## src/rtl/alu_flag_pkg.sv

```systemverilog
// alu_flag_pkg: shared types and helpers for the flag-producing ALU.
//   op_t    - 3-bit operation code (ADD..MUL)
//   state_t - control FSM states of alu_flag_unit
//   add_sub_ovf - signed overflow from operand/result sign bits
package alu_flag_pkg;

  typedef enum logic [2:0] {
    OP_ADD = 3'b000,
    OP_SUB = 3'b001,
    OP_AND = 3'b010,
    OP_ORR = 3'b011,
    OP_EOR = 3'b100,
    OP_MOV = 3'b101,
    OP_CMP = 3'b110,
    OP_MUL = 3'b111
  } op_t;

  typedef enum logic [1:0] {
    IDLE    = 2'd0,
    EXEC    = 2'd1,
    MUL_RUN = 2'd2
  } state_t;

  // Subtraction is addition of the inverted B, so B's sign is flipped and
  // the add rule applies: same effective sign in, different sign out.
  function automatic logic add_sub_ovf(input logic sa, input logic sb,
                                       input logic sr, input logic sub);
    logic eff_sb;
    eff_sb = sub ? ~sb : sb;
    return (sa == eff_sb) && (sr != sa);
  endfunction

endpackage

```

## src/rtl/alu_flag_if.sv

```systemverilog
// alu_flag_if: request/response bundle between the control FSM (master)
// and the ALU/flag unit (slave).
//   master drives: start, op, set_flags, a, b
//   slave drives:  ready, done, result, wb_en, z, v, n, flag_we
interface alu_flag_if
  import alu_flag_pkg::*;
#(
  parameter int WIDTH = 8
);
  logic             start;
  op_t              op;
  logic             set_flags;
  logic [WIDTH-1:0] a;
  logic [WIDTH-1:0] b;
  logic             ready;
  logic             done;
  logic [WIDTH-1:0] result;
  logic             wb_en;
  logic             z;
  logic             v;
  logic             n;
  logic             flag_we;

  modport master (
    output start, op, set_flags, a, b,
    input  ready, done, result, wb_en, z, v, n, flag_we
  );

  modport slave (
    input  start, op, set_flags, a, b,
    output ready, done, result, wb_en, z, v, n, flag_we
  );
endinterface

```

## src/rtl/alu_mul_iter.sv

```systemverilog
// alu_mul_iter: iterative unsigned shift-add multiplier.
//   clk, rst      - clock, async active-high reset
//   start         - load a/b and begin (one cycle)
//   a, b          - multiplicand / multiplier
//   product       - 2*WIDTH-bit product, final when done pulses
//   done          - one-cycle pulse after WIDTH iterations
module alu_mul_iter #(
  parameter int WIDTH = 8
) (
  input  logic               clk,
  input  logic               rst,
  input  logic               start,
  input  logic [WIDTH-1:0]   a,
  input  logic [WIDTH-1:0]   b,
  output logic [2*WIDTH-1:0] product,
  output logic               done
);
  localparam int CW = $clog2(WIDTH + 1);

  logic [2*WIDTH-1:0] acc;
  logic [2*WIDTH-1:0] mcand;
  logic [WIDTH-1:0]   mplier;
  logic [CW-1:0]      cnt;

  // One multiplier bit per cycle, LSB first; the multiplicand shifts left
  // so it is always aligned with the bit being consumed.
  always_ff @(posedge clk or posedge rst) begin
    if (rst) begin
      acc    <= '0;
      mcand  <= '0;
      mplier <= '0;
      cnt    <= '0;
      done   <= 1'b0;
    end else begin
      done <= 1'b0;
      if (start) begin
        acc    <= '0;
        mcand  <= {{WIDTH{1'b0}}, a};
        mplier <= b;
        cnt    <= CW'(WIDTH);
      end else if (cnt != '0) begin
        if (mplier[0]) acc <= acc + mcand;
        mcand  <= mcand << 1;
        mplier <= mplier >> 1;
        cnt    <= cnt - CW'(1);
        done   <= (cnt == CW'(1));
      end
    end
  end

  assign product = acc;

endmodule

```

## src/rtl/alu_flag_unit.sv

```systemverilog
// alu_flag_unit: multi-cycle integer ALU producing result and z/v/n flags
// with a one-cycle flag-write strobe for the conditional unit.
//   clk, rst - clock, async active-high reset
//   bus      - alu_flag_if slave: start/op/set_flags/a/b in;
//              ready/done/result/wb_en/z/v/n/flag_we out (all registered)
module alu_flag_unit
  import alu_flag_pkg::*;
#(
  parameter int WIDTH = 8
) (
  input  logic        clk,
  input  logic        rst,
  alu_flag_if.slave   bus
);
  state_t             state;
  op_t                op_q;
  logic [WIDTH-1:0]   a_q;
  logic [WIDTH-1:0]   b_q;
  logic               sf_q;

  logic               ready_q;
  logic               done_q;
  logic [WIDTH-1:0]   result_q;
  logic               wb_en_q;
  logic               z_q;
  logic               v_q;
  logic               n_q;
  logic               flag_we_q;

  logic               mul_start;
  logic [2*WIDTH-1:0] mul_prod;
  logic               mul_done;

  logic [WIDTH-1:0]   sum;
  logic [WIDTH-1:0]   diff;
  logic [WIDTH-1:0]   res_raw;
  logic               v_raw;
  logic               finish;

  // The multiplier loads straight from the bus on the acceptance edge so
  // its WIDTH iterations overlap the MUL_RUN state exactly.
  assign mul_start = (state == IDLE) && bus.start && (bus.op == OP_MUL);

  alu_mul_iter #(.WIDTH(WIDTH)) u_mul (
    .clk     (clk),
    .rst     (rst),
    .start   (mul_start),
    .a       (bus.a),
    .b       (bus.b),
    .product (mul_prod),
    .done    (mul_done)
  );

  always_comb begin
    sum     = a_q + b_q;
    diff    = a_q - b_q;
    res_raw = '0;
    v_raw   = 1'b0;
    case (op_q)
      OP_ADD: begin
        res_raw = sum;
        v_raw   = add_sub_ovf(a_q[WIDTH-1], b_q[WIDTH-1], sum[WIDTH-1], 1'b0);
      end
      OP_SUB, OP_CMP: begin
        res_raw = diff;
        v_raw   = add_sub_ovf(a_q[WIDTH-1], b_q[WIDTH-1], diff[WIDTH-1], 1'b1);
      end
      OP_AND: res_raw = a_q & b_q;
      OP_ORR: res_raw = a_q | b_q;
      OP_EOR: res_raw = a_q ^ b_q;
      OP_MOV: res_raw = b_q;
      OP_MUL: begin
        res_raw = mul_prod[WIDTH-1:0];
        v_raw   = |mul_prod[2*WIDTH-1:WIDTH];
      end
      default: begin
        res_raw = '0;
        v_raw   = 1'b0;
      end
    endcase
  end

  assign finish = (state == EXEC) || ((state == MUL_RUN) && mul_done);

  always_ff @(posedge clk or posedge rst) begin
    if (rst) begin
      state     <= IDLE;
      op_q      <= OP_ADD;
      a_q       <= '0;
      b_q       <= '0;
      sf_q      <= 1'b0;
      ready_q   <= 1'b1;
      done_q    <= 1'b0;
      result_q  <= '0;
      wb_en_q   <= 1'b0;
      z_q       <= 1'b0;
      v_q       <= 1'b0;
      n_q       <= 1'b0;
      flag_we_q <= 1'b0;
    end else begin
      done_q    <= 1'b0;
      flag_we_q <= 1'b0;
      case (state)
        IDLE: begin
          if (bus.start) begin
            op_q    <= bus.op;
            a_q     <= bus.a;
            b_q     <= bus.b;
            sf_q    <= bus.set_flags;
            ready_q <= 1'b0;
            state   <= (bus.op == OP_MUL) ? MUL_RUN : EXEC;
          end
        end
        EXEC, MUL_RUN: begin
          if (finish) begin
            state    <= IDLE;
            ready_q  <= 1'b1;
            done_q   <= 1'b1;
            result_q <= res_raw;
            wb_en_q  <= (op_q != OP_CMP);
            if (sf_q || (op_q == OP_CMP)) begin
              flag_we_q <= 1'b1;
              z_q       <= (res_raw == '0);
              n_q       <= res_raw[WIDTH-1];
              v_q       <= v_raw;
            end
          end
        end
        default: begin
          state   <= IDLE;
          ready_q <= 1'b1;
        end
      endcase
    end
  end

  assign bus.ready   = ready_q;
  assign bus.done    = done_q;
  assign bus.result  = result_q;
  assign bus.wb_en   = wb_en_q;
  assign bus.z       = z_q;
  assign bus.v       = v_q;
  assign bus.n       = n_q;
  assign bus.flag_we = flag_we_q;

endmodule

```

## src/flat_wrapper.sv

```systemverilog
// flat-port wrapper written by rule: the top's interface ports become plain ports
module alu_flag_unit_flat import alu_flag_pkg::*;
#(
  parameter int WIDTH = 8
)
  (clk, rst, bus_start, bus_op, bus_set_flags, bus_a, bus_b, bus_ready, bus_done, bus_result, bus_wb_en, bus_z, bus_v, bus_n, bus_flag_we);
  alu_flag_if #(.WIDTH(WIDTH)) bus_i ();
  input  logic clk;
  input  logic rst;
  input wire logic [$bits(bus_i.start)-1:0] bus_start;
  input wire logic [$bits(bus_i.op)-1:0] bus_op;
  input wire logic [$bits(bus_i.set_flags)-1:0] bus_set_flags;
  input wire logic [$bits(bus_i.a)-1:0] bus_a;
  input wire logic [$bits(bus_i.b)-1:0] bus_b;
  output wire logic [$bits(bus_i.ready)-1:0] bus_ready;
  output wire logic [$bits(bus_i.done)-1:0] bus_done;
  output wire logic [$bits(bus_i.result)-1:0] bus_result;
  output wire logic [$bits(bus_i.wb_en)-1:0] bus_wb_en;
  output wire logic [$bits(bus_i.z)-1:0] bus_z;
  output wire logic [$bits(bus_i.v)-1:0] bus_v;
  output wire logic [$bits(bus_i.n)-1:0] bus_n;
  output wire logic [$bits(bus_i.flag_we)-1:0] bus_flag_we;
  assign bus_i.start = bus_start;
  assign bus_i.op = bus_op;
  assign bus_i.set_flags = bus_set_flags;
  assign bus_i.a = bus_a;
  assign bus_i.b = bus_b;
  assign bus_ready = bus_i.ready;
  assign bus_done = bus_i.done;
  assign bus_result = bus_i.result;
  assign bus_wb_en = bus_i.wb_en;
  assign bus_z = bus_i.z;
  assign bus_v = bus_i.v;
  assign bus_n = bus_i.n;
  assign bus_flag_we = bus_i.flag_we;
  alu_flag_unit #(.WIDTH(WIDTH)) u_core (.clk(clk), .rst(rst), .bus(bus_i));
endmodule
```

## config.mk

```make
export PLATFORM = sky130hd
export DESIGN_NAME = alu_flag_unit_flat
export DESIGN_NICKNAME = d
export VERILOG_FILES = /design/src/rtl/alu_flag_pkg.sv /design/src/rtl/alu_flag_if.sv /design/src/rtl/alu_mul_iter.sv /design/src/rtl/alu_flag_unit.sv /design/src/flat_wrapper.sv
export SDC_FILE = /design/constraint.sdc
export NUM_CORES = 1
export LEC_CHECK = 0
export CAP_MARGIN = 20
export CELL_PAD_IN_SITES_DETAIL_PLACEMENT = 2
export CELL_PAD_IN_SITES_GLOBAL_PLACEMENT = 2
export CORE_ASPECT_RATIO = 0.7
export CORE_MARGIN = 1.5
export CORE_UTILIZATION = 34
export CTS_CLUSTER_SIZE = 25
export DETAILED_ROUTE_END_ITERATION = 8
export PLACE_DENSITY = 0.8
export SYNTH_ARGS = -nofsm -noshare
export SYNTH_HDL_FRONTEND = slang
export SYNTH_SLANG_ARGS = --single-unit
export TNS_END_PERCENT = 50
```

## constraint.sdc

```tcl
create_clock -name clk -period 2.9 [get_ports clk]
set_clock_uncertainty 0.1 [all_clocks]
set_input_delay 0.58 -clock clk [delete_from_list [all_inputs] [get_ports clk]]
set_output_delay 0.58 -clock clk [all_outputs]
set_load 0.02 [all_outputs]
```

Yosys cells after proc, flatten, opt, wreduce, memory -nomap -nowiden
Cells that the tools add are included.
{"block": "word_totals", "register_bits": 82, "out_inout_bits": 15, "elab_cells": 90}
{"block": "op_classes", "addsub": 4, "eq_ne": 18, "muxes": 25, "bitwise": 4, "reduce_logical": 21}
{"operator": "16-bit two-way mux", "n": 5}
{"operator": "8-bit one-hot mux with 7 select lines", "n": 1}
{"operator": "16-bit adder", "n": 1}
{"operator": "8-bit two-way mux", "n": 2}
{"operator": "3-bit == test, second input constant", "n": 5}
{"operator": "1-bit two-way mux", "n": 9}
{"operator": "8-bit adder", "n": 1}
{"operator": "8-bit AND", "n": 1}
{"operator": "8-bit zero test", "n": 1}
{"operator": "4-bit two-way mux", "n": 2}
{"operator": "8-bit OR", "n": 1}
{"operator": "2-bit AND reduction", "n": 4}
{"operator": "8-bit OR reduction", "n": 1}
{"operator": "8-bit subtractor", "n": 1}
{"operator": "8-bit XOR", "n": 1}
{"operator": "3-bit by 2-bit == test with 1-bit output, second input constant", "n": 2}
{"operator": "2-bit two-way mux", "n": 3}
{"operator": "1-bit logical AND", "n": 5}
{"operator": "4-bit by 1-bit == test with 1-bit output, second input constant", "n": 1}
{"operator": "2-bit one-hot mux with 2 select lines", "n": 1}
{"operator": "2-bit nonzero test", "n": 2}
{"operator": "4-bit nonzero test", "n": 1}
{"operator": "2-bit OR reduction", "n": 2}
{"operator": "4-bit by 1-bit subtractor with 4-bit output, second input constant", "n": 1}
{"operator": "15 further kinds", "n": 18}

Longest topological paths before layout
{"block": "logic_depth", "depth_word": 5, "mapped_depth": 10, "depth_no_buf": 10}

Hierarchy
A second synthesis with hierarchy kept.
{"block": "unflattened", "hier_cells": 588, "area_unflattened_um2": 5537.8}
{"mod": "alu_flag_unit", "n_inst": 1, "cells_per_inst": 304, "area_each_um2": 2894.0, "seq_area_each_um2": 927.1}
{"mod": "alu_mul_iter", "n_inst": 1, "cells_per_inst": 284, "area_each_um2": 2643.8, "seq_area_each_um2": 1126.1}

Worst setup path after synthesis
Ideal clock, no wire load.
{"block": "synth_path", "path_kind": "register -> register", "from": "register u_core.b_q[0]", "to": "register u_core.z_q (netlist: u_core.bus.z)", "setup_ns": 0.104, "arrival_ns": 2.236, "required_time_ns": 2.696, "setup_slack_ns": 0.460, "stages_incl_launch_ff": 10, "path_buffers": 0, "cell_sequence": "dfrtp_1 -> ha_1 -> fa_1 -> a21o_1 -> a21oi_1 -> o21ai_1 -> o21a_1 -> a221oi_1 -> o21ai_1 -> o41ai_2"}
{"block": "synth_via", "elab_chain_cells": 3}
{"item": "start: declaration", "line": "alu_flag_unit.sv:18", "source": "logic [WIDTH-1:0] b_q;"}
{"item": "start signal: assignment", "line": "alu_flag_unit.sv:108", "source": "b_q <= bus.b;"}
{"item": "8-bit subtractor, or another cell as far along", "line": "alu_flag_unit.sv:56", "source": "diff = a_q - b_q;"}
{"item": "8-bit one-hot mux with 7 select lines (*)", "line": "alu_flag_unit.sv:59", "source": "case (op_q)"}
{"item": "8-bit zero test (*)", "line": "alu_flag_unit.sv:123", "source": "z_q <= (res_raw == '0);"}
{"item": "end signal: assignment", "line": "alu_flag_unit.sv:123"}
{"item": "end: declaration", "line": "alu_flag_unit.sv:25", "source": "logic z_q;"}
Every way passes the cells marked *; elsewhere a longest branch is shown, timed or not.
A chain may end at the register's enable or synchronous reset.

Final worst setup path
{"block": "layout_path", "from": "register u_core.op_q[1]", "to": "register u_core.z_q (netlist: u_core.bus.z)"}
{"block": "layout_via", "elab_chain_cells": 4}
{"item": "start: declaration", "line": "alu_flag_unit.sv:16", "source": "op_t op_q;"}
{"item": "start signal: assignment", "line": "alu_flag_unit.sv:106", "source": "op_q <= bus.op;"}
{"item": "3-bit by 1-bit == test with 1-bit output or 3-bit == test (tied branches)", "line": "alu_flag_unit.sv:59, alu_flag_unit.sv:121"}
{"item": "2-bit OR reduction", "line": "alu_flag_unit.sv:59"}
{"item": "8-bit one-hot mux with 7 select lines", "line": "alu_flag_unit.sv:59"}
{"item": "8-bit zero test", "line": "alu_flag_unit.sv:123"}
Several ways; a longest one is shown, not always the timed one.

==> qor.yml <==
status: "finished clean"
synth.area.top_cells: "dfrtp_1 38%, ha_1 10%, nand2_1 6.0%, mux2_2 5.9%, a21oi_1 3.4%"
via_per_inst: 5.56
rows: 38
synth.avg_cell_area_sq_um: 9.27
use_met3_pct: 3.38
syn_to_final_growth_pct: 19.4
nets: 689
worst_hold_path.num_cells: 2
rr_startpoint: "u_core.op_q[1]"
die_y_microns: 108
first_global_vias: 5095
numCtsBuffers: 9
placed_cell_area_sq_um: 6010
start_kind: "flip-flop"
ioPinCount: 38
dr.first_iter.drc_count: 191
criticalPathCategory: "flip-flop to flip-flop"
min_period_over_period_pct: 94.8
busiest_layer: "met2"
cp_max_fo: 17
antenna_cells: 0
cts_setup_buffers: 0
drive_gt1_share_pct: 14.4
grt_pass1_wl_microns: 28800
start_util_pct: 34.6
tightest_slew_ps: 999
cts_max_path_buffers: 2
yosysTopAreaCell: "dfrtp_1"
insertion_delay_ps: 350
wl_microns: 17900
ant_nets: 0
final_hold_viol_count: 0
relSlewSlack_pct: 33.4
async_flop_share_pct: 100
met2_usage_pct: 38.1
setup_violations: 0
drt_first_pass_iters: 4
synth_edf_count: 0
hold_buffers: 0
critPathRequiredTime_ps: 3040
wl_per_cell_microns: 21.7
p_leak_nw: 2.91
syn-cell-area_sq_um: 5330
synth_cells: 575
endpoint_kind: "flip-flop"
final.min_clock_period_ps: 2750
syn_nets: 644
antenna_found_initial: 0
overflow: 0
reg2reg_depth: 7
maxSlewViolCount: 0
power_density_nw_per_um2: 1340
hp-start: "u_core.bus.result[4]"
seq_area_frac_synth_pct: 38.5
rrSetupSlack_ps: 150
grt_max_degree: 83
clkTransAtPathRegs_ps: 70
drc: 0
grt_use_met1_pct: 30.8
dieArea_sq_um: 16500
ys_warn_count: 0
num_vias: 4586
critPathArrivalTime_ps: 2890
power_mw: 8.53
hp-class: "flip-flop to flip-flop"
synth_cell_type_count: 71
finish.utilization_pct: 41.3
cts_tree: "built"
place.gp.congestion: 0.831
dp_hpwl_microns: 13000
grt_usage_pct: 22.6
reg2reg_to: "u_core.bus.z"
whs_endpoint: "u_core.bus.result[4]"
synth_top_area_share_pct: 38.0
cts-root-buf: "clkbuf_16"
clkSinkCount: 82
synth-main-ff-cell: "dfrtp_1"
htree_levels: 3
yosysMostFrequentCell: "nand2_1"
drv_cap: 0
fmax_ghz: 0.364
die_w_microns: 153
fp.coreArea_sq_um: 15400
port-buffer-count: 37
design_area_sq_um: 6370
ir_drop_uv: 448
synth-seq-cells: 82
synthTopCellsByCount: "85 x nand2_1, 81 x dfrtp_1, 43 x ha_1"
## report_power, final
| part | switching (mW) | internal, mW |
|---|---|---|
| clock | 0.518 | 0.781 |
| sequential | 0.533 | 1.64 |
| combinational | 2.98 | 2.08 |
| total | 4.03 | 4.49 |
## state kept, by name, summed over array words and instances (netlist names), 2 cells and up
signal,flops
u_core.b_q,8
u_core.op_q,3
u_core.u_mul.cnt,4
u_core.state,2
u_core.bus.result,8
u_core.u_mul.mcand,16
u_core.a_q,8
u_core.u_mul.product,16
u_core.u_mul.mplier,8
## through the flow
step                      setup WS (ps)  hold slack [ps]  std cells  setup TNS [ps]
final                               151              391        825               0
after global routing              -1.99              416        825           -1.99
after CTS                          23.4              391        825               0
after detailed placement           39.2              368        809               0
after global placement              220              366        809               0
after floorplan                     113              366        575               0
## worst max-delay path by stage
stage / start / to / slack, ps
after global routing: u_core.b_q[4] / u_core.bus.z / -2
after floorplan: rst / u_core.a_q[0] / 110
after CTS: u_core.b_q[4] / u_core.bus.z / 20
final: u_core.op_q[1] / u_core.bus.z / 150
after detailed placement: u_core.b_q[4] / u_core.bus.z / 40
after global placement: u_core.b_q[4] / u_core.bus.z / 220
## timing repair
action / CTS / global route
gates resized for setup: 1 / 5
setup endpoints to repair: 2 / 4
cloned: 0 / 0
## per-layer routing
| metal | vias to the layer above | wire, microns |
|---|---|---|
| met5 | - | 0 |
| met4 | 0 | 197 |
| met3 | 12 | 520 |
| met2 | 59 | 8630 |
| met1 | 2397 | 8590 |
| li1 | 2118 | - |
## layout make-up
cell class / instances / area (sq um)
flip-flops and latches: 82 / 2050
clock inverters: 6 / 88.8
well taps: 200 / 250
fillers: 1684 / 9040
multi-input cells: 430 / 3040
repair buffers: 59 / 548
inverters: 38 / 144
clock buffers: 10 / 239
## cell families (layout without fill, tap and decap cells)
logic type / after synthesis / count (layout) / synth area share (%)
xor+xnor: 17 / 17 / 2.79
buf+inv: 63 / 113 / 5.14
simple gates: 176 / 176 / 15.3
flops: 82 / 82 / 38.5
fa+ha+maj: 46 / 46 / 11.2
mux: 37 / 37 / 7.60
compound gates: 154 / 154 / 19.5
## worst max-delay path, cell delays in order (launching register included)
cell and delay (ps):
dfrtp_1 660, buf_4 310, or3_1 510, nor4_1 390
a41oi_1 110, o221ai_2 140, nand4_1 190, o41ai_2 230
## cells in the final DEF (no fill, tap or decap), drive strengths merged, types with 18 or more instances in the layout
cell and n:
nand2 85, inv 38, dfrtp 81, o21ai 37, a31oi 18, nor2 39, clkdlybuf4s50 37, buf 22
mux2 28, a21oi 36, ha 43
No activity file was read; power rests on OpenSTA's default activity.
==> patch 1: new RTL, config.mk and constraints unchanged <==
`WIDTH` is set to 8 in 4 places; all go to 16.
--- a/src/rtl/alu_flag_if.sv
+++ b/src/rtl/alu_flag_if.sv
@@ -5,7 +5,7 @@
 interface alu_flag_if
   import alu_flag_pkg::*;
 #(
-  parameter int WIDTH = 8
+  parameter int WIDTH = 16
 );
   logic             start;
   op_t              op;
--- a/src/rtl/alu_mul_iter.sv
+++ b/src/rtl/alu_mul_iter.sv
@@ -5,7 +5,7 @@
 //   product       - 2*WIDTH-bit product, final when done pulses
 //   done          - one-cycle pulse after WIDTH iterations
 module alu_mul_iter #(
-  parameter int WIDTH = 8
+  parameter int WIDTH = 16
 ) (
   input  logic               clk,
   input  logic               rst,
--- a/src/rtl/alu_flag_unit.sv
+++ b/src/rtl/alu_flag_unit.sv
@@ -6,7 +6,7 @@
 module alu_flag_unit
   import alu_flag_pkg::*;
 #(
-  parameter int WIDTH = 8
+  parameter int WIDTH = 16
 ) (
   input  logic        clk,
   input  logic        rst,
--- a/src/flat_wrapper.sv
+++ b/src/flat_wrapper.sv
@@ -1,7 +1,7 @@
 // flat-port wrapper written by rule: the top's interface ports become plain ports
 module alu_flag_unit_flat import alu_flag_pkg::*;
 #(
-  parameter int WIDTH = 8
+  parameter int WIDTH = 16
 )
   (clk, rst, bus_start, bus_op, bus_set_flags, bus_a, bus_b, bus_ready, bus_done, bus_result, bus_wb_en, bus_z, bus_v, bus_n, bus_flag_we);
   alu_flag_if #(.WIDTH(WIDTH)) bus_i ();
Interface: changed (resized bus_a, bus_b and bus_result); port bits go from 38 to 62. No check against the original RTL was run, so the function may have changed too.
==> patch 1 against the original RTL <==
The run now ends with setup timing left. First-iteration DRC count grew to 3.9 times the old value. Worst setup slack lost 0.79 ns. Area after synthesis grew 93%. Sequential share of layout area shrank 6.9 points. Routed wire length grew to 3.0 times the old value. Design area grew 130%. Sequential cell count grew 65.
Power is not shown: default switching activity piles up to over one toggle a cycle in this logic, so the estimate is an artifact.
==> patch 1: results (changes against the original RTL) <==
- The clock-pin slew on the worst setup and hold paths came to 0.07 ns (about the same).
- The post-detailed-placement half-perimeter wirelength is 32.9 mm (was 13.0 mm).
- The highest net fanout along the worst path is 3 (was 17).
- The vias per cell is 5.90 (was 5.56).
- Synth top area cells: sky130_fd_sc_hd__dfrtp_1 35%, sky130_fd_sc_hd__ha_1 10%, sky130_fd_sc_hd__nand2_1 7.1% (was sky130_fd_sc_hd__dfrtp_1 38%, sky130_fd_sc_hd__ha_1 10%, sky130_fd_sc_hd__nand2_1 6.0%).
- The average instance area after synthesis came to 8.55 um2 (was 9.27 um2).
- The xor and xnor fraction of the mapped netlist area is 2.64% (was 2.79%).
- The met1 layer usage reported by global route is 42.5% (was 30.8%).
- The number of DRC violations after detailed-routing iteration 0 is 751 (was 191).
- The synthesized net count is 1,331 (was 644).
- The global routing met3 resource utilization is 5.85% (was 3.38%).
- The share of the synthesized area in compound gates (AO/OA/AOI/OAI) is 21.0% (was 19.5%).
- The placed instance count is 1,824 (was 809).
- The checks that failed: setup timing.
- The synthesized-area fraction occupied by adder cells came to 10.8% (was 11.2%).
- Commonest cells in the netlist: 196 x sky130_fd_sc_hd__nand2_1, 146 x sky130_fd_sc_hd__dfrtp_1, 104 x sky130_fd_sc_hd__a21oi_1 (was 85 x sky130_fd_sc_hd__nand2_1, 81 x sky130_fd_sc_hd__dfrtp_1, 43 x sky130_fd_sc_hd__ha_1).
- The fraction of final layout cells sized beyond drive strength 1 is 32.3% (was 14.4%).
- The mux contribution to synthesized area is 6.49% (was 7.60%).
- The critical path data arrival time is 3.83 ns (was 2.89 ns).
- The insertion delay to the later sink of the worst-skew pair is 0.48 ns (was 0.35 ns).
- The relative max-transition margin is 47.2% (was 33.4%).
- The number of clock buffers inserted by TritonCTS is 17 (was 9).
- The least setup slack across all paths after layout is -0.636 ns (was 0.151 ns).
- The weighted congestion reported at the end of routability-driven placement is 0.865 (was 0.831).
- The final setup violation count is 23 (was 0).
- The number of nets in the finished design was 1,603 (was 689).
- The dominant synthesized flop cell was sky130_fd_sc_hd__dfrtp_1 (unchanged).
- The largest net degree at the start of global routing is 86 (was 83).
- The wire length of the first global-routing pass came to 78.1 mm (was 28.8 mm).
- The count of input and output buffers is 61 (was 37).
- The distinct cell type count of the synthesized netlist is 73 (was 71).
- The fraction of the yosys area taken by sequential cells is 35.7% (was 38.5%).
- The met2 track utilization from global routing was 55.2% (was 38.1%).
- The average wire per standard cell came to 28.7 um (was 21.7 um).
- The placed cell area came to 12,800 um2 (was 6010 um2).
- Run status: finished with violations (was finished clean).
- The number of antenna violations at the first check in global routing is 1 (was 0).
- The count of non-filler cells in the finished layout was 1,902 (was 825).
- The total global routing track utilization is 33.3% (was 22.6%).
- The H-tree depth reported by CTS is 4 (was 3).
- The worst setup timing slack at the placement stage is -1.11 ns (was 0.0392 ns).
- The number of global-route vias before repair is 12,493 (was 5,095).
- The count of TritonRoute iterations in the first routing pass was 6 (was 4).
## patch 1: cell count changes after synthesis, moves of 17 or more
| cell | delta |
|---|---|
| sky130_fd_sc_hd__inv_1 | +41 |
| sky130_fd_sc_hd__mux2_2 | +18 |
| sky130_fd_sc_hd__nor2_1 | +48 |
| sky130_fd_sc_hd__ha_1 | +41 |
| sky130_fd_sc_hd__a21o_1 | +18 |
| sky130_fd_sc_hd__a31oi_1 | +20 |
| sky130_fd_sc_hd__dfrtp_1 | +65 |
| sky130_fd_sc_hd__nand2_1 | +111 |
| sky130_fd_sc_hd__o21ai_0 | +41 |
| sky130_fd_sc_hd__clkbuf_1 | +33 |
| sky130_fd_sc_hd__a21oi_1 | +68 |
| sky130_fd_sc_hd__o21ai_1 | -17 |
## patch 1: area by class of cell
class	count	area [um2]
Clock buffer	20	457
Clock inverter	12	131
Fill cell	3140	15400
Inverter	78	299
Multi-Input combinational cell	912	6750
Sequential cell	147	3680
Tap cell	412	515
Timing Repair Buffer	321	2700
## patch 1: path summary, 6_finish.rpt
kind / cells after the start / start / end
max: 13 / u_core.b_q[4] / u_core.bus.z
min: 2 / u_core.bus.result[12] / u_core.bus.result[12]
max reg2reg: 13 / u_core.b_q[4] / u_core.bus.z
min in group asynchronous: 3 / rst / u_core.u_mul.product[27]
min reg2reg: 2 / u_core.bus.result[12] / u_core.bus.result[12]
max in group asynchronous: 3 / rst / u_core.a_q[5]
## patch 1: worst max-delay path, stage by stage, from the launching register on
cell and delay [ns]:
sky130_fd_sc_hd__dfrtp_1 0.36, sky130_fd_sc_hd__inv_1 0.12, sky130_fd_sc_hd__buf_4 0.17, sky130_fd_sc_hd__ha_1 0.24, sky130_fd_sc_hd__or2_2 0.35, sky130_fd_sc_hd__a2111oi_2 0.41
sky130_fd_sc_hd__o211ai_4 0.17, sky130_fd_sc_hd__buf_4 0.18, sky130_fd_sc_hd__nand3_1 0.09, sky130_fd_sc_hd__o211ai_1 0.15, sky130_fd_sc_hd__o31ai_2 0.34, sky130_fd_sc_hd__nand3_1 0.12
sky130_fd_sc_hd__or4_4 0.52, sky130_fd_sc_hd__o21ai_2 0.14
## patch 1: routing by layer
layer / vias up / wire, um / part of all wire, %
li1: 4772 / - / -
met1: 5852 / 23300 / 43
met2: 448 / 26500 / 48
met3: 148 / 2720 / 5.0
met4: 0 / 2180 / 4.0
met5: - / 0 / 0
## patch 1: what timing repair did
action,CTS,global route
endpoints found under the setup margin,38,34
endpoints found under the hold margin,0,0
pin swaps,68,60
setup buffers,35,17
gates resized for setup,131,62
gates cloned,0,0
## patch 1: stage by stage
stage,hold slack (ns),TNS (ns)
2_1_floorplan,0.366,-0.667
3_3_place_gp,0.371,-4.72
3_5_place_dp,0.385,-9.01
4_1_cts,0.401,-2.20
5_1_grt,0.424,-7.01
6_report,0.395,-4.77
==> patch 2: new RTL, same settings <==
Without the edit above. Re-encode `state_t` (3 states) as one-hot, 3 bits wide.
--- a/src/rtl/alu_flag_pkg.sv
+++ b/src/rtl/alu_flag_pkg.sv
@@ -15,10 +15,10 @@
     OP_MUL = 3'b111
   } op_t;
 
-  typedef enum logic [1:0] {
-    IDLE    = 2'd0,
-    EXEC    = 2'd1,
-    MUL_RUN = 2'd2
+  typedef enum logic [2:0] {
+    IDLE    = 3'b001,
+    EXEC    = 3'b010,
+    MUL_RUN = 3'b100
   } state_t;
 
   // Subtraction is addition of the inverted B, so B's sign is flipped and
Formal check against the unedited RTL: same outputs for any inputs over 10 cycles, from zero or initial values and one cycle with rst high; not proved beyond that.
==> patch 2 against the original RTL <==
The run now ends with DRC left. Sequential cell count did not move. Power fell by 22%. Routed wire length barely moved. Area after synthesis rose by 0.56%. Design area fell by 0.39%. Sequential power fell by 9.2%. Worst setup slack improved by 0.014 ns. Global-route usage rose by 0.64 points. Worst hold slack improved by 0.023 ns. Critical path type unchanged.
==> patch 2: results (changes against the original RTL) <==
- The worst setup timing slack at the placement stage is 0.191 ns (was 0.0392 ns).
- The total detailed-routing wirelength is 17.9 mm (about the same).
- The synthesized net count is 687 (was 644).
- The count of TritonRoute iterations in the first routing pass is 6 (was 4).
- The post-detailed-placement half-perimeter wirelength is 13.1 mm (was 13.0 mm).
- The fraction of final layout cells sized beyond drive strength 1 is 9.21% (was 14.4%).
- The cell family with the largest share of critical-path delay is compound AO/OA/AOI/OAI gates (was simple AND/OR/NAND/NOR gates).
- The critical path data arrival time is 2.94 ns (was 2.89 ns).
- The reg-to-reg startpoint is u_core.b_q[1] (was u_core.op_q[1]).
- The met2 track utilization from global routing is 38.1% (about the same).
- The highest net fanout along the worst path came to 5 (was 17).
- The placed instance count was 846 (was 809).
- The clock root buffer is sky130_fd_sc_hd__clkbuf_16 (unchanged).
- The static leakage power is 2.79 nW (was 2.91 nW).
- The hold-critical path depth is 1 (was 2).
- The slew at the pin closest to its max-slew limit came to 0.898 ns (was 0.999 ns).
- The synthesized netlist cell count is 621 (was 575).
- The placed cell area is 6000 um2 (was 6010 um2).
- The maximum cell stage delay along the critical path was 0.46 ns (was 0.66 ns).
- The global routing met3 resource utilization is 3.93% (was 3.38%).
- The logic depth of the worst register-to-register path came to 9 (was 7).
- The achievable frequency is 366 MHz (was 364 MHz).
- The power per standard cell area is 1050 nW/um2 (was 1340 nW/um2).
- The largest vdd supply drop is 0.000369 V (was 0.000448 V).
- The fraction of the yosys area taken by sequential cells is 38.3% (was 38.5%).
- The checks that failed: DRC.
- Commonest cells in the netlist: 96 x sky130_fd_sc_hd__nand2_1, 81 x sky130_fd_sc_hd__dfrtp_1, 50 x sky130_fd_sc_hd__a21oi_1, 50 x sky130_fd_sc_hd__nor2_1, 40 x sky130_fd_sc_hd__ha_1 (was 85 x sky130_fd_sc_hd__nand2_1, 81 x sky130_fd_sc_hd__dfrtp_1, 43 x sky130_fd_sc_hd__ha_1).
- Run status: finished with violations (was finished clean).
- The final-layout fill cell count is 1,729 (was 1,684).
- The average wire per standard cell is 20.8 um (was 21.7 um).
- The number of DRC violations after detailed routing came to 2 (was 0).
- The critical path's slowest cell is sky130_fd_sc_hd__dfrtp_1 (unchanged).
- The number of global-route vias before repair came to 5,415 (was 5,095).
- The capturing element of the worst setup path is u_core.bus.n (was u_core.bus.z).
- The weighted congestion reported at the end of routability-driven placement is 0.869 (was 0.831).
- The met1 layer usage reported by global route is 31.8% (was 30.8%).
==> patch 2: cell count changes after synthesis, moves of 7 or more <==
cell                       change
sky130_fd_sc_hd__a21oi_1      +14
sky130_fd_sc_hd__clkbuf_1      +7
sky130_fd_sc_hd__mux2_2       -19
sky130_fd_sc_hd__nand2_1      +11
sky130_fd_sc_hd__nor2_1       +12
sky130_fd_sc_hd__nor3_1        +7
sky130_fd_sc_hd__o21ai_0      +19
sky130_fd_sc_hd__o21ai_1      -19
==> patch 2: cell type report <==
cell class / count / area share (%)
Inverter: 40 / 2.39
Timing Repair Buffer: 56 / 8.29
Clock buffer: 10 / 3.61
Tap cell: 200 / 3.95
Multi-Input combinational cell: 468 / 47.6
Clock inverter: 6 / 1.80
Sequential cell: 82 / 32.4
==> patch 2: how the worst min path moves through the flow <==
stage / from / endpoint / slack (ns)
floorplan: u_core.u_mul.done / u_core.state[2] / 0.33
global placement: u_core.u_mul.done / u_core.state[2] / 0.38
detailed placement: u_core.bus.result[7] / u_core.bus.result[7] / 0.40
CTS: u_core.bus.result[2] / u_core.bus.result[2] / 0.42
global route: u_core.bus.result[7] / u_core.bus.result[7] / 0.43
finish: u_core.u_mul.done / u_core.state[2] / 0.41
==> patch 2: power by group <==
group	internal, mW	switching (mW)	total, mW
Combinational	1.37	1.98	3.35
Clock	0.845	0.512	1.36
Sequential	1.54	0.428	1.97
==> patch 2: logic make-up after synthesis <==
logic type               synth area share, %
multiplexers                            3.76
buffers and inverters                   5.69
adder cells (fa/ha/maj)                 10.5
flip-flops                              38.3
AND/OR/NAND/NOR                         19.6
XOR/XNOR                                2.29
AO/OA/AOI/OAI                           19.9
==> patch 2: metal layers <==
layer	vias to the layer above	part of all wire, %
met4	0	1.4
met5	-	0
met1	2476	49
met3	18	3.1
met2	70	46
li1	2240	-
